[src/rtl/gate_identifier.sv]
// Sweeps the four input vectors of an attached two-input gate, captures its truth
// table and classifies it; result and match against a requested code held until next start.
module gate_identifier #(
  parameter int SETTLE_CYCLES = 2
) (
  input  logic       clk,
  input  logic       rst_n,
  input  logic       start,
  input  logic       gate_out,
  input  logic [2:0] expected_code,
  output logic       gate_a,
  output logic       gate_b,
  output logic       busy,
  output logic       done,
  output logic [3:0] truth,
  output logic [2:0] gate_code,
  output logic       valid,
  output logic       match
);

  typedef enum logic [1:0] {
    IDLE  = 2'd0,
    DRIVE = 2'd1,
    DONE  = 2'd2
  } state_t;

  localparam logic [3:0] LP_LAST = 4'(SETTLE_CYCLES - 1);

  state_t     r_state;
  state_t     w_next_state;
  logic [1:0] r_idx;
  logic [3:0] r_cnt;
  logic [3:0] r_truth;
  logic [2:0] r_code;
  logic [2:0] r_exp;
  logic       r_valid;
  logic       r_match;

  logic       w_accept;
  logic       w_sample;
  logic       w_last_vec;
  logic [3:0] w_truth_nxt;
  logic [2:0] w_code_nxt;

  function automatic logic [2:0] classify(input logic [3:0] t);
    logic [2:0] c;
    case (t)
      4'b1000:          c = 3'd0;
      4'b1110:          c = 3'd1;
      4'b0111:          c = 3'd2;
      4'b0001:          c = 3'd3;
      4'b0110:          c = 3'd4;
      4'b1001:          c = 3'd5;
      4'b0000, 4'b1111: c = 3'd6;
      default:          c = 3'd7;
    endcase
    return c;
  endfunction

  always_ff @(posedge clk or negedge rst_n) begin
    if (!rst_n) begin
      r_state <= IDLE;
    end else begin
      r_state <= w_next_state;
    end
  end

  always_comb begin
    w_next_state = r_state;
    w_accept     = 1'b0;
    w_sample     = 1'b0;
    case (r_state)
      IDLE: begin
        if (start) begin
          w_accept     = 1'b1;
          w_next_state = DRIVE;
        end
      end
      DRIVE: begin
        if (r_cnt == LP_LAST) begin
          w_sample = 1'b1;
          if (r_idx == 2'd3) begin
            w_next_state = DONE;
          end
        end
      end
      DONE: begin
        w_next_state = IDLE;
      end
      default: begin
        w_next_state = IDLE;
      end
    endcase
  end

  // The final vector's bit must be folded in before classifying, so the code
  // and match are ready in the same cycle DONE is entered.
  assign w_last_vec = w_sample && (r_idx == 2'd3);

  always_comb begin
    w_truth_nxt = r_truth;
    if (w_sample) begin
      w_truth_nxt[r_idx] = gate_out;
    end
  end

  assign w_code_nxt = classify(w_truth_nxt);

  always_ff @(posedge clk or negedge rst_n) begin
    if (!rst_n) begin
      r_idx   <= 2'd0;
      r_cnt   <= 4'd0;
      r_truth <= 4'd0;
      r_code  <= 3'd0;
      r_exp   <= 3'd0;
      r_valid <= 1'b0;
      r_match <= 1'b0;
    end else if (w_accept) begin
      r_idx   <= 2'd0;
      r_cnt   <= 4'd0;
      r_exp   <= expected_code;
      r_valid <= 1'b0;
      r_match <= 1'b0;
    end else if (r_state == DRIVE) begin
      if (w_sample) begin
        r_cnt   <= 4'd0;
        r_truth <= w_truth_nxt;
        if (w_last_vec) begin
          r_code  <= w_code_nxt;
          r_valid <= 1'b1;
          r_match <= (w_code_nxt == r_exp);
        end else begin
          r_idx <= r_idx + 2'd1;
        end
      end else begin
        r_cnt <= r_cnt + 4'd1;
      end
    end
  end

  // Decoded from the state register so reset clears them without a clock.
  assign gate_a    = (r_state == DRIVE) && r_idx[0];
  assign gate_b    = (r_state == DRIVE) && r_idx[1];
  assign busy      = (r_state != IDLE);
  assign done      = (r_state == DONE);
  assign truth     = r_truth;
  assign gate_code = r_code;
  assign valid     = r_valid;
  assign match     = r_match;

endmodule

[config.mk]
export PLATFORM = sky130hd
export DESIGN_NAME = gate_identifier
export DESIGN_NICKNAME = d
export VERILOG_FILES = /design/src/rtl/gate_identifier.sv
export SDC_FILE = /design/constraint.sdc
export NUM_CORES = 1
export LEC_CHECK = 0
export CAP_MARGIN = 25
export CORE_MARGIN = 8
export CORE_UTILIZATION = 45
export DETAILED_ROUTE_END_ITERATION = 8
export PLACE_DENSITY_LB_ADDON = 0.12
export SKIP_LAST_GASP = 1
export SYNTH_ARGS = -nofsm -noshare
export SYNTH_HDL_FRONTEND = slang
export SYNTH_SLANG_ARGS = --single-unit
[constraint.sdc]
create_clock -name clk -period 3.1 [get_ports clk]
set_clock_uncertainty 0.05 [all_clocks]
set_input_delay 0.62 -clock clk [delete_from_list [all_inputs] [get_ports clk]]
set_output_delay 0.62 -clock clk [all_outputs]
set_load 0.005 [all_outputs]
Word-level counts from Yosys, hierarchy flattened
Memories as Yosys holds them, arrays and structs flattened.
Cells that the tools add are included.
{ "op_classes": {"n_lt_le_gt_ge": 2, "n_mul": 0, "n_reduce_logical": 14, "n_mux": 27, "div": 0, "n_shift": 0, "n_eq_ne": 9, "n_bitwise": 1, "n_addsub": 2} }
{ "op_table": {"columns": ["op", "n"], "rows": [
  ["$mux 4", 4],
  ["$mux 2", 7],
  ["$mux 1", 13],
  ["$reduce_and 3->1", 4],
  ["$ne 2x2->1 const B", 4],
  ["$reduce_bool 2->1", 4],
  ["$add 4x1->4 const B", 1],
  ["$bwmux 4", 1],
  ["$eq 2x2->1 const B", 2],
  ["$eq 4x1->1 const B", 1],
  ["$logic_and 1x1->1", 4],
  ["$pmux 2 s2", 1],
  ["$reduce_and 4->1", 1],
  ["$eq 3x3->1", 1],
  ["$lt 2x3->1 const B", 1],
  ["$add 2x1->2 const B", 1],
  ["$demux 1 s2", 1],
  ["$eq 2x1->1 const B", 1],
  ["$ge 2x1->1 const B", 1],
  ["$logic_not 2->1", 1],
  ["$not 1->1", 1]
]} }
{ "totals": {"latchBits": 0, "reg_bits": 20, "memories": 1, "wordCells": 64, "romBits": 48, "in_bits": 7, "ram_bits": 0} }
{ "memory_table": {"columns": ["memory", "words", "width", "read_ports", "rd_clocked_by_memory_dff", "write_ports", "line", "rtl"], "rows": [
  ["(no name shown)", 16, 3, 1, 0, 0, "47", "case (t)"]
]} }

Logic depth before layout (Yosys ltp)
An unclocked memory read counts as a cell.
{ "depth": {"ltp_word": 12, "depth_mapped": 9, "ltp_nobuf": 9} }

Worst setup path before layout
OpenSTA, ideal clock, no wires.
{ "synth_path": {"kind": "register -> register", "startpoint": "register r_cnt[1]", "endpoint": "register r_match (netlist: match)", "required_time_ps": 2951, "arrival_ps": 2161, "slack_ps": 790, "path_stages_with_launch": 10, "cell_sequence": "dfrtp_1 inv_1 ha_1 or3b_1 buf_2 a211o_1 and2_4 or3_1 a21o_1 a311oi_1"} }
{ "synth_via": {"elab_chain_len": 10} }
{ "synth_rtl": {"columns": ["item", "line", "rtl"], "rows": [
  ["from (decl)", "32", "logic [3:0] r_cnt;"],
  ["from (signal assigned)", "136", "r_cnt <= r_cnt + 4'd1;"],
  ["$eq 4x1->1 (*)", "80", "if (r_cnt == LP_LAST) begin"],
  ["$mux 1 (*)", "80", null],
  ["$mux 1 (*)", "72", "case (r_state)"],
  ["$mux 4", "102", "if (w_sample) begin"],
  ["$mem_v2 16x3", null, null],
  ["$eq 3x3->1", "131", "r_match <= (w_code_nxt == r_exp);"],
  ["$mux 1", "128", "if (w_last_vec) begin"],
  ["$mux 1", "125", "if (w_sample) begin"],
  ["$mux 1", "124", "end else if (r_state == DRIVE) begin"],
  ["$mux 1", "118", "end else if (w_accept) begin"],
  ["to (signal assigned)", "131", null],
  ["to (decl)", "37", "logic r_match;"]
]} }
Every way passes the cells marked *; elsewhere a longest branch is shown, timed or not. The select of a mux whose other input is x is not followed.
A chain may end at the register's enable or synchronous reset.

Final worst setup path
{ "layout_path": {"startpoint": "register r_idx[0]", "endpoint": "register r_match (netlist: match)"} }
{ "layout_via": {"elab_chain_len": 12} }
{ "layout_rtl": {"columns": ["item", "line", "rtl"], "rows": [
  ["from (decl)", "31", "logic [1:0] r_idx;"],
  ["from (signal assigned)", "133", "r_idx <= r_idx + 2'd1;"],
  ["$lt 2x3->1 (implied by the code) or $ge 2x1->1 (tied branches)", "103", "w_truth_nxt[r_idx] = gate_out;"],
  ["$logic_and 1x1->1 (implied by the code)", "103", null],
  ["$mux 1 (implied by the code)", "103", null],
  ["$demux 1 s2", "103", null],
  ["$bwmux 4", "103", null],
  ["$mux 4", "102", null],
  ["$mem_v2 16x3", null, null],
  ["$eq 3x3->1", "131", null],
  ["$mux 1", "128", null],
  ["$mux 1", "125", null],
  ["$mux 1", "124", null],
  ["$mux 1", "118", null]
]} }
Several ways; a longest one is shown, not always the timed one. The select of a mux whose other input is x is not followed.

==> flow_summary.ini <==
[worst_setup_path]
cpLargestDelayFamily = simple AND/OR/NAND/NOR gates
r2r_slack_ns = 0.44
slowest_stage = dfrtp_1
worstPathRequired_ns = 3.26
cp_max_fo = 8
r2r-start = r_idx[0]
cp-start-kind = register
path_class = register to register
critPathCaptureType = register
r2r.worst_path.cells = 8
rr_endpoint = match
slowest_delay_ns = 0.44
worstPathArrival_ns = 2.82
crit_buf_inv = 1
worstPathCellList = ha_1 -> and3b_1 -> nand2_1 -> inv_1 -> o21ai_1 -> nor4bb_1 -> a2111oi_0 -> a311oi_1

[logic_synthesis]
yosysTopAreaCell = dfrtp_1
ys_types = 44
synth_ff_type = dfrtp_1
seq_area_frac_synth_pct = 40.65
syn_inst = 134
synthArstFlopShare_pct = 100.0
yosysWarningCount = 0
synth-edff-count = 0
synth_top_area_share_pct = 40.65
synth_top_cells_by_area = dfrtp_1 41%, ha_1 6.1%, nand2_1 4.0%
synth_area_mm2 = 0.001231
synth-seq-cells = 20
syn-num-nets = 147
avgSynthCellArea_um2 = 9.188

[global_route]
grt_max_degree = 21
antenna_found_initial = 0
grt_overflow = 0
grt_pass1_vias = 1019
grt_pass1_wl_um = 4678
grt_usage_pct = 13.21

[floorplan]
fp.coreArea_mm2 = 0.002686
dieArea_mm2 = 0.004666
die_y_um = 68.31
row_count = 19
io_pins = 20
fp.dieW_um = 68.31
initial_core_util_pct = 45.83

[clocking]
clock-root-buffer = clkbuf_4
clkSinkCount = 20
clkTransAtPathRegs_ns = 0.13
clockBufferDepth = 2
cts_resized = 0
holdBufCountCts = 0
cts_tree = built
cts_made_buffers = 3
post_cts_buffers = 0
htreeDepth = 1
clkLatencyLatePin_ns = 0.31

[timing]
slew_headroom_pct = 63.46
hold_viol_final = 0
rsz0062_at_grt = no
post-route-min-period_ns = 2.655
fmax_mhz = 376.6
setup_viol = 0
fin_crit_sh_pct = 85.65
final.setup.tns_ns = 0
drv_slew = 0
tightest_slew_ns = 0.5462

[pwr]
power_density_mw_per_mm2 = 1032
power.leakage_nw = 0.6862
ir_drop_mv = 0.5800
power_mw = 1.567

[drt]
drt-initial-drc-count = 34
drtAntennaViolNets = 0
drc_errors = 0
dr.pass1.iters = 4
post_drt_wl_per_cell_um = 15.63
via_per_inst = 5.727
num_vias = 1071
wirelength_um = 2922

[cells_and_area]
fin_cells = 187
fin_nets = 170
drive_above_1_share_pct = 10.26
final_cell_mix = 20 x dfrtp_1, 19 x clkdlybuf4s50_1, 13 x nand2_1, 11 x nor2_1, 10 x inv_1
diodes = 0
fin_area_mm2 = 0.001519
area.growth.synth_to_final_pct = 23.37
mostFrequentLayoutCell = dfrtp_1

[worst_hold_path]
whs_endpoint = gate_code[2]
min_from = gate_code[2]
min_delay_path_depth = 2
hold_class = register to register

[placement]
port_buffers = 19
dp_hpwl_um = 2145
place_area_mm2 = 0.001466
place_congestion = 0.8449
placedCellCount = 183

[run_status]
status = finished, final reports clean

[job]
drv_cap = 0
[worst reg2reg max path, cell delays in order, from the launching register on]
cell       delay, ns
dfrtp_1         0.44
ha_1            0.27
and3b_1         0.22
nand2_1         0.24
inv_1           0.18
o21ai_1         0.37
nor4bb_1        0.38
a2111oi_0       0.11
a311oi_1        0.31
[Yosys cell counts (3+ instances only)]
cell type,n
nor2b_1,3
a31oi_1,3
ha_1,6
o21ai_0,8
nor2_1,11
clkbuf_1,3
dfrtp_1,20
nand3_1,7
nand2b_1,4
nand2_1,13
inv_1,10
a21oi_1,4
a21o_1,5
mux2_2,4
[registers in the layout, indices dropped and copies added (netlist names)]
register	cells
r_cnt	4
truth	4
gate_code	3
r_exp	3
r_idx	2
r_state	2
match	1
valid	1
[where the power goes]
| group | total, mW | switching, mW | internal (mW) |
|---|---|---|---|
| combinational | 0.833 | 0.405 | 0.428 |
| clock | 0.220 | 0.0894 | 0.131 |
| sequential | 0.513 | 0.132 | 0.382 |
[routing by layer]
layer / up-vias / GRT usage [%] / routed length (um)
li1: 521 / - / -
met1: 523 / 15.59 / 1265
met2: 19 / 20.98 / 1421
met3: 8 / 3.601 / 157
met4: 0 / 7.928 / 78
met5: - / 0 / 0
[stage by stage]
stage | utilization (%) | setup slack, ns | hold WS [ns]
floorplan | - | 0.7897 | 0.2744
global placement | 54.59 | 0.4734 | 0.4034
detailed placement | 54.59 | 0.3851 | 0.4130
CTS | 56.54 | 0.4637 | 0.4418
global route | 56.54 | 0.2418 | 0.4641
finish | 56.54 | 0.4450 | 0.4384
[cells by family after synthesis]
logic type / Yosys count / synth area share [%]
buffers and inverters: 14 / 4.370
DFF: 20 / 40.65
adders and majority gates: 6 / 6.097
and+or+nand+nor: 50 / 21.55
xor gates and xnor gates: 2 / 1.423
AOI/OAI and AO/OA: 37 / 21.45
muxes: 5 / 4.471
[worst max-delay path by stage]
stage                     slack, ns  startpoint  depth (start not counted)     to
after floorplan                0.79    r_cnt[1]                          9  match
after global placement         0.47    gate_out                          7  match
after detailed placement       0.39    gate_out                          7  match
after CTS                      0.46    r_idx[0]                          8  match
after global routing           0.24    r_idx[0]                          8  match
final                          0.44    r_idx[0]                          8  match
[area by class of cell]
cell class | count | area, um^2
Clock inverter | 1 | 30.03
Fill cell | 251 | 1167
Inverter | 10 | 37.54
Sequential cell | 20 | 500.5
Tap cell | 31 | 38.79
Clock buffer | 3 | 22.52
Multi-Input combinational cell | 100 | 676.9
Timing Repair Buffer | 22 | 212.7
Power figures use the tool's default switching activity.
